[src/rtl/gcd_display_pkg.sv]
// Shared definitions for the GCD result display path: converter FSM state
// encoding and a sizing helper for the BCD digit count.
package gcd_display_pkg;

    // Converter FSM state, kept as plain vector constants for older flows.
    typedef logic [0:0] state_t;

    localparam state_t ST_IDLE  = 1'b0;
    localparam state_t ST_SHIFT = 1'b1;

    // Minimum number of decimal digits needed to show any value of an
    // unsigned binary word of the given width: ceil(width * log10(2)).
    // width * log10(2) is never an exact integer for width > 0, so the
    // fixed-point ceiling below is exact for any practical width.
    function automatic int min_bcd_digits(input int bin_width);
        int digits;
        digits = (bin_width * 32'sd30103 + 32'sd99999) / 32'sd100000;
        if (digits < 32'sd1) begin
            digits = 32'sd1;
        end
        return digits;
    endfunction

endpackage : gcd_display_pkg

[src/rtl/bcd_add3_nibble.sv]
// Double-dabble correction cell: a BCD nibble of 5 or more gets +3 so the
// following left shift carries correctly into the next decimal digit.
// The result never exceeds 12, so no carry out of the nibble exists.
module bcd_add3_nibble (
    input  logic [3:0] din,
    output logic [3:0] dout
);

    // Conditional +3 correction of one BCD digit.
    always_comb begin
        if (din >= 4'd5) begin
            dout = din + 4'd3;
        end else begin
            dout = din;
        end
    end

endmodule : bcd_add3_nibble

[src/rtl/bin_to_bcd_converter.sv]
// Iterative binary-to-BCD converter (shift-add-3, one bit per clock).
// A conversion takes BIN_WIDTH cycles; results, leading-zero mask and the
// overflow flag are registered and held until the next completion.
module bin_to_bcd_converter
    import gcd_display_pkg::*;
#(
    parameter int BIN_WIDTH = 16,
    parameter int DIGITS    = min_bcd_digits(BIN_WIDTH)
) (
    input  logic                   clk,
    input  logic                   rst_n,
    input  logic                   start,
    input  logic [BIN_WIDTH-1:0]   bin_in,
    output logic                   busy,
    output logic                   done,
    output logic [4*DIGITS-1:0]    bcd_out,
    output logic [DIGITS-1:0]      digit_valid,
    output logic                   overflow
);

    localparam int BCD_W = 4 * DIGITS;
    localparam int CNT_W = $clog2(BIN_WIDTH + 1);

    localparam logic [CNT_W-1:0]  LAST_CNT    = CNT_W'(BIN_WIDTH - 1);
    localparam logic [DIGITS-1:0] VALID_RESET = DIGITS'(1);

    // Leading-zero mask: digit i is significant when it or any more
    // significant digit is nonzero; the units digit always shows.
    function automatic logic [DIGITS-1:0] significant_mask(input logic [BCD_W-1:0] bcd);
        logic [DIGITS-1:0] mask;
        logic              seen;
        mask = '0;
        seen = 1'b0;
        for (int i = DIGITS - 1; i >= 0; i--) begin
            if (bcd[4*i +: 4] != 4'd0) begin
                seen = 1'b1;
            end else begin
                seen = seen;
            end
            mask[i] = seen;
        end
        mask[0] = 1'b1;
        return mask;
    endfunction

    // Control state
    state_t               state_r;
    logic [CNT_W-1:0]     cnt_r;
    logic                 busy_r;

    // Conversion datapath
    logic [BIN_WIDTH-1:0] shift_r;
    logic [BCD_W-1:0]     scratch_r;
    logic                 ovf_sticky_r;

    // Published results
    logic                 done_r;
    logic [BCD_W-1:0]     bcd_r;
    logic [DIGITS-1:0]    valid_r;
    logic                 ovf_r;

    // Combinational next-iteration values
    logic [BCD_W-1:0]     corr_s;
    logic [BCD_W-1:0]     next_scratch_s;
    logic [BIN_WIDTH-1:0] next_shift_s;
    logic                 next_ovf_s;
    logic                 last_iter_s;
    logic                 accept_s;

    // One correction cell per digit; nibbles never carry into each other.
    for (genvar g = 0; g < DIGITS; g++) begin : g_nibble
        bcd_add3_nibble u_add3 (
            .din  (scratch_r[4*g +: 4]),
            .dout (corr_s[4*g +: 4])
        );
    end

    // One double-dabble step: corrected scratch and binary shift left
    // together, the binary MSB enters the units digit, and a bit leaving the
    // top digit marks the value as too large for DIGITS digits.
    always_comb begin
        next_scratch_s = {corr_s[BCD_W-2:0], shift_r[BIN_WIDTH-1]};
        next_shift_s   = {shift_r[BIN_WIDTH-2:0], 1'b0};
        next_ovf_s     = ovf_sticky_r | corr_s[BCD_W-1];
        last_iter_s    = (cnt_r == LAST_CNT);
        accept_s       = (state_r == ST_IDLE) && start;
    end

    // FSM, iteration counter and busy flag.
    always_ff @(posedge clk) begin
        if (!rst_n) begin
            state_r <= ST_IDLE;
            cnt_r   <= '0;
            busy_r  <= 1'b0;
        end else begin
            case (state_r)
                ST_IDLE: begin
                    if (start) begin
                        state_r <= ST_SHIFT;
                        cnt_r   <= '0;
                        busy_r  <= 1'b1;
                    end else begin
                        state_r <= ST_IDLE;
                        busy_r  <= 1'b0;
                    end
                end
                ST_SHIFT: begin
                    cnt_r <= cnt_r + CNT_W'(1);
                    if (last_iter_s) begin
                        state_r <= ST_IDLE;
                        busy_r  <= 1'b0;
                    end else begin
                        state_r <= ST_SHIFT;
                        busy_r  <= 1'b1;
                    end
                end
                default: begin
                    state_r <= ST_IDLE;
                    cnt_r   <= '0;
                    busy_r  <= 1'b0;
                end
            endcase
        end
    end

    // Shift register, scratch digits and sticky overflow. bin_in is only
    // looked at on an accepted start, so later changes cannot disturb a run.
    always_ff @(posedge clk) begin
        if (!rst_n) begin
            shift_r      <= '0;
            scratch_r    <= '0;
            ovf_sticky_r <= 1'b0;
        end else begin
            if (accept_s) begin
                shift_r      <= bin_in;
                scratch_r    <= '0;
                ovf_sticky_r <= 1'b0;
            end else if (state_r == ST_SHIFT) begin
                shift_r      <= next_shift_s;
                scratch_r    <= next_scratch_s;
                ovf_sticky_r <= next_ovf_s;
            end else begin
                shift_r      <= shift_r;
                scratch_r    <= scratch_r;
                ovf_sticky_r <= ovf_sticky_r;
            end
        end
    end

    // Result registers: updated with a one-cycle done pulse on the edge that
    // performs the final iteration, otherwise holding the previous result.
    always_ff @(posedge clk) begin
        if (!rst_n) begin
            done_r  <= 1'b0;
            bcd_r   <= '0;
            valid_r <= VALID_RESET;
            ovf_r   <= 1'b0;
        end else begin
            if ((state_r == ST_SHIFT) && last_iter_s) begin
                done_r  <= 1'b1;
                bcd_r   <= next_scratch_s;
                valid_r <= significant_mask(next_scratch_s);
                ovf_r   <= next_ovf_s;
            end else begin
                done_r  <= 1'b0;
                bcd_r   <= bcd_r;
                valid_r <= valid_r;
                ovf_r   <= ovf_r;
            end
        end
    end

    assign busy        = busy_r;
    assign done        = done_r;
    assign bcd_out     = bcd_r;
    assign digit_valid = valid_r;
    assign overflow    = ovf_r;

endmodule : bin_to_bcd_converter

[config.mk]
export PLATFORM = sky130hd
export DESIGN_NAME = bin_to_bcd_converter
export DESIGN_NICKNAME = d
export VERILOG_FILES = /design/src/rtl/gcd_display_pkg.sv /design/src/rtl/bcd_add3_nibble.sv /design/src/rtl/bin_to_bcd_converter.sv
export SDC_FILE = /design/constraint.sdc
export NUM_CORES = 1
export LEC_CHECK = 0
export BUFFER_PORTS_ARGS = -buffer_cell sky130_fd_sc_hd__buf_2
export CORE_MARGIN = 5
export CORE_UTILIZATION = 49
export DETAILED_ROUTE_END_ITERATION = 12
export HOLD_SLACK_MARGIN = 0.15
export PLACE_DENSITY = 0.7
export SLEW_MARGIN = 10
export SYNTH_ARGS = -nofsm -noshare
export SYNTH_HDL_FRONTEND = slang
export SYNTH_HIERARCHICAL = 1
export SYNTH_SLANG_ARGS = --single-unit
[constraint.sdc]
create_clock -name clk -period 2.65 [get_ports clk]
set_input_delay 0.53 -clock clk [delete_from_list [all_inputs] [get_ports clk]]
set_output_delay 0.53 -clock clk [all_outputs]
set_load 0.02 [all_outputs]
### Yosys cells after proc, flatten, opt, wreduce, memory -nomap -nowiden

Cells that the tools add are included.

* $add $sub $neg: 6
* $lt $le $gt $ge: 5
* equality and inequality tests: 2
* mux-type cells: 17
* bitwise gates (word level): 3
* reduce and logical (&&, ||, !) cells: 8

Operator list (number)
* 16-bit two-way mux: 2
* 4-bit by 2-bit adder with 4-bit output (second input constant): 5
* 4-bit by 3-bit greater-or-equal comparator with 1-bit output (second input constant): 5
* 4-bit two-way mux: 5
* 4-bit nonzero test: 4
* 5-bit one-hot mux with 2 select lines: 1
* 1-bit two-way mux: 7
* 5-bit by 1-bit adder with 5-bit output (second input constant): 1
* 5-bit by 4-bit equality test with 1-bit output (second input constant): 1
* 5-bit two-way mux: 1
* 1-bit logical AND: 2
* 2-bit != test (second input constant): 1
* 1-bit NOT: 2
* 1-bit one-hot mux with 2 select lines: 1
* 2-bit nonzero test: 1
* 2-bit OR reduction: 1
* 1-bit OR: 1

* register bits after elaboration: 69
* input bits: 19
* output and inout bits: 28
* word-level logic and storage cells: 50

### Logic depth before layout (Yosys ltp)

* depth after elaboration: 7
* gate-level depth with buffers: 8
* gate-level depth less buffers: 8

### By module

Netlist, hierarchy kept.

By module, submodules not included
* bin_to_bcd_converter: instances 1, cells each 257, area each 2625.0 sq um, seq. area each 1381.3 sq um
* bcd_add3_nibble: instances 5, cells each 16, area each 101.3 sq um, seq. area each 0.0 sq um

### Worst setup path before layout

Ideal clock, no wire load.

* path type: register to register
* from: register scratch_r[5]
* to: register valid_r[1] (netlist: digit_valid[1])
* library setup time: 0.122 ns
* arrival: 1.749 ns
* data required time: 2.528 ns
* slack: 0.779 ns
* cell stages (with the launch flop): 8
* path buffers: 0
* clock period less this slack: 1.871 ns
* path through: dfxtp_1 inv_1 ha_1 nand2b_1 a21oi_2 xnor2_1 or4_1 o311a_1

* elaborated cells on any way between the ends: 7
* classes of those cells: add/sub (1); order compare (1); mux (3); reduce/logical (2)

RTL lines
* start, declared: RTL line bin_to_bcd_converter.sv:53 `logic [BCD_W-1:0] scratch_r;`
* start signal, assigned: RTL line bin_to_bcd_converter.sv:140 `scratch_r <= next_scratch_s;`
* start signal, assigned: RTL line bin_to_bcd_converter.sv:144 `scratch_r <= scratch_r;`
* 4-bit by 3-bit greater-or-equal comparator with 1-bit output: RTL line bcd_add3_nibble.sv:11 `if (din >= 4'd5) begin`
* 4-bit two-way mux: RTL line bcd_add3_nibble.sv:11
* named net corr_s[4]: RTL line bin_to_bcd_converter.sv:63 `logic [BCD_W-1:0] corr_s;`
* 4-bit nonzero test: RTL line bin_to_bcd_converter.sv:35 `if (bcd[4*i +: 4] != 4'd0) begin`
* 1-bit two-way mux: RTL line bin_to_bcd_converter.sv:35
* end signal, assigned: RTL line bin_to_bcd_converter.sv:162 `valid_r <= significant_mask(next_scratch_s);`
* end signal, assigned: RTL line bin_to_bcd_converter.sv:167 `valid_r <= valid_r;`
* end, declared: RTL line bin_to_bcd_converter.sv:59 `logic [DIGITS-1:0] valid_r;`

The timed path passes the listed nets, and every way through them passes these cells.
A chain may end at the register's enable or synchronous reset.

### Worst setup path after layout

* from: register scratch_r[17]
* to: register valid_r[1] (netlist: digit_valid[1])

* cells in the longest elaborated chain, start to end: 7
* elaborated cells on any way between the ends: 8
* classes of those cells: add/sub (1); order compare (1); mux (5); reduce/logical (1)

RTL lines (RTL line)
* 4-bit by 3-bit greater-or-equal comparator with 1-bit output: bcd_add3_nibble.sv:11
* 4-bit two-way mux: bcd_add3_nibble.sv:11
* named net corr_s[16]: bin_to_bcd_converter.sv:63
* 4-bit nonzero test: bin_to_bcd_converter.sv:35
* 1-bit two-way mux (4 in a row): bin_to_bcd_converter.sv:35

The timed path passes the listed nets, and every way through them passes these cells.

==> results.md <==
* Crit start category: flop
* Setup Crit Path Kind: flop to flop
* GPL Wtd Cong at ~0.75
* Final wirelength at between 6 and 7 mm
* Sw Ratio at 0.222
* Hold_buf cts at 0
* Final nets at between 400 and 500
* Area grow syn2layout at 14.8%
* Slew Viols, Final at 0
* Final Hold Viols at 0
* Largest net degree at the start of global routing at 25
* Ys Warns at 6
* Worst-path fanout max at 3
* Max Cap Viol at 0
* RSZ-0062 raised after global routing: no
* Port bufs at 45
* Mapped Nets at 368
* Power Density at 570 nW/um^2
* Worst-Margin Slew at 0.560 ns
* Cell Int Power at roughly 1.6 mW
* CTS sink cnt at 69
* FF+latch count, synth at 69
* Hold Path Class: flop to flop
* Clock buffer depth at 2
* Pre-CTS WS at 0.568 ns
* # setup viols final at 0
* Number of global-route vias before repair at approximately 2300
* Final setup margin at 0.558 ns
* TritonCTS clock tree: yes
* # diodes at 0
* Fillers at 585
* Core Rows at 29
* Overall routing resource usage at 0.158
* Outcome: finished clean
* Starting Density at 0.499
* TritonRoute pass-1 iters at 4
* I/O Pins at 47
* Die width at around 90 microns
* Min Clock Period, post-route at 2.09 ns
* First-pass GRT wire length at 10.4 mm
* Slew HR at 0.627
* Synthesized area at 3130 sq um
* Initial antenna violation count at 0
* Clock power share at 0.417
* Post-CTS sizing at 0
* # H-tree levels at 3
* Seq pwr share at 0.525
* Critical path endpoint category: flop
* Leakage Power at 1.62 nW
* DRC viols at 0
* Clock Skew at 0.00461 ns
* Tot Pwr at 2.05 mW
* Syn avg cell area at 9.29 sq um
* Worst VDD drop at around 0.33 mV
* Final Cycle Share at 0.790
* Logic pwr share at 0.058
* Placed cell count at 446
* Final TNS setup at 0 ns
* Min Hold Slack at 0.433 ns
* Sequential area share after synthesis at 0.441
* Overflow after GRT at 0
* Vias per std cell at 5.11
* Req. time, crit path at 2.88 ns
* Initial drt markers at 120
* Post-route insts no fill at around 460
* Share of layout cells above drive strength 1 at 0.188
* Via count at 2357
* Distinct cell type count after synthesis at 32
* Post-CTS Setup Inserts at 0
* Clock Latency Late Sink at 0.34 ns
* Max Freq at 478 MHz
* Core area at 6280 sq um
* Post-DR wirelength/cell at 13.3 microns
* CP Data Arrival Time at 2.32 ns
* Cells after synthesis at 337
* Die footprint at 8090 sq um
* Routed Antenna Nets at 0
* NetSw at between 0.4 and 0.5 mW
* Clk pin slew, worst setup/hold paths at 0.07 ns
* Die Ht at 89.9 microns
* HPWL after DPL at a little over 4 mm
* Number of buffers created by CTS at 9
* Root buffer cell: clkbuf_8
state kept, by name (all words and copies together), names as in the netlist:
signal        flops
cnt_r             5
busy              1
digit_valid       4
overflow          1
done              1
ovf_sticky_r      1
bcd_out          20
shift_r          16
scratch_r        20
power by group through the flow:
stage	combinational (mW)	clock, mW	sequential, mW
CTS	0.120	0.872	1.08
floorplan	0.0951	0	1.09
detailed placement	0.120	0	1.10
global route	0.132	0.926	1.08
finish	0.118	0.855	1.08
global placement	0.116	0	1.10
final timing paths:
path	start	endpoint	slack (ns)	depth (start not counted)
max	scratch_r[17]	digit_valid[1]	0.56	8
min reg2reg	overflow	overflow	0.43	2
min	overflow	overflow	0.43	2
max reg2reg	scratch_r[17]	digit_valid[1]	0.56	8
logic make-up (layout without fill, tap and decap cells):
| group | after synthesis | in the layout | share of synthesized area |
|---|---|---|---|
| multiplexers | 41 | 41 | 0.131 |
| adder cells (fa/ha/maj) | 12 | 12 | 0.0479 |
| AO/OA/AOI/OAI | 63 | 63 | 0.138 |
| XOR/XNOR | 8 | 8 | 0.0224 |
| flip-flops | 69 | 69 | 0.441 |
| buffers and inverters | 32 | 79 | 0.0463 |
| other | 1 | 1 | 0.00120 |
| AND/OR/NAND/NOR | 111 | 111 | 0.172 |
layout make-up:
type / count / area, sq um / area share
multi-input combinational: 236 / 1610 / 0.446
sequential: 69 / 1380 / 0.384
timing repair buffer: 51 / 270 / 0.0752
clock buffer: 14 / 163 / 0.0452
tap: 77 / 96.3 / 0.0268
inverter: 13 / 48.8 / 0.0136
clock inverter: 1 / 30.0 / 0.00835
metal layers:
layer | part of all wire | vias to the layer above | routed length (microns) | GRT usage
met2 | 0.45 | 45 | 2770 | 0.243
met4 | 0.022 | 0 | 134 | 0.0720
met5 | 0 | - | 0 | 0
met3 | 0.045 | 10 | 278 | 0.0518
met1 | 0.48 | 1073 | 2960 | 0.200
li1 | - | 1229 | - | -
synthesized netlist by cell type, drive strengths merged:
master,n,share of area
or4,1,0.0024
nand2b,11,0.022
nand2,42,0.050
mux2i,41,0.13
a21boi,2,0.0060
xnor2,6,0.017
nor2,28,0.034
conb,1,0.0012
o21a,2,0.0048
and3,2,0.0040
nor2b,3,0.0060
and2,15,0.030
dfxtp,69,0.44
nor3,1,0.0016
o311a,1,0.0032
xor2,2,0.0056
nor4,3,0.013
nand3,3,0.0048
clkbuf,3,0.0036
a21oi,8,0.019
inv,13,0.016
ha,12,0.048
nor3b,2,0.0048
o21ai,29,0.046
buf,16,0.027
a22o,21,0.059
layout by cell type, fill, tap and decap left out, drive strengths merged:
master and instances:
o311a 1, nand2 42, a21boi 2, ha 12, nand2b 11, and2 15, and3 2, nor3 1
inv 13, mux2i 41, xnor2 6, nand3 3, clkbuf 14, a22o 21, o21ai 29, or4 1
nor4 3, nor2 28, a21oi 8, bufinv 1, nor2b 3, conb 1, buf 51, o21a 2
nor3b 2, xor2 2, dfxtp 69
metrics by stage:
step,area (sq um),utilization
2_1_floorplan,3130,-
3_3_place_gp,3400,0.542
3_5_place_dp,3400,0.542
4_1_cts,3600,0.573
5_1_grt,3600,0.573
6_report,3600,0.573
critical path, stage by stage (launching register included):
cell and delay, ns:
dfxtp_1 0.37, inv_1 0.09, ha_1 0.18, nand2b_1 0.17
a21oi_2 0.21, xnor2_1 0.15, nor4_4 0.33, nand3_1 0.15
o311a_1 0.34
Power figures use the tool's default switching activity.
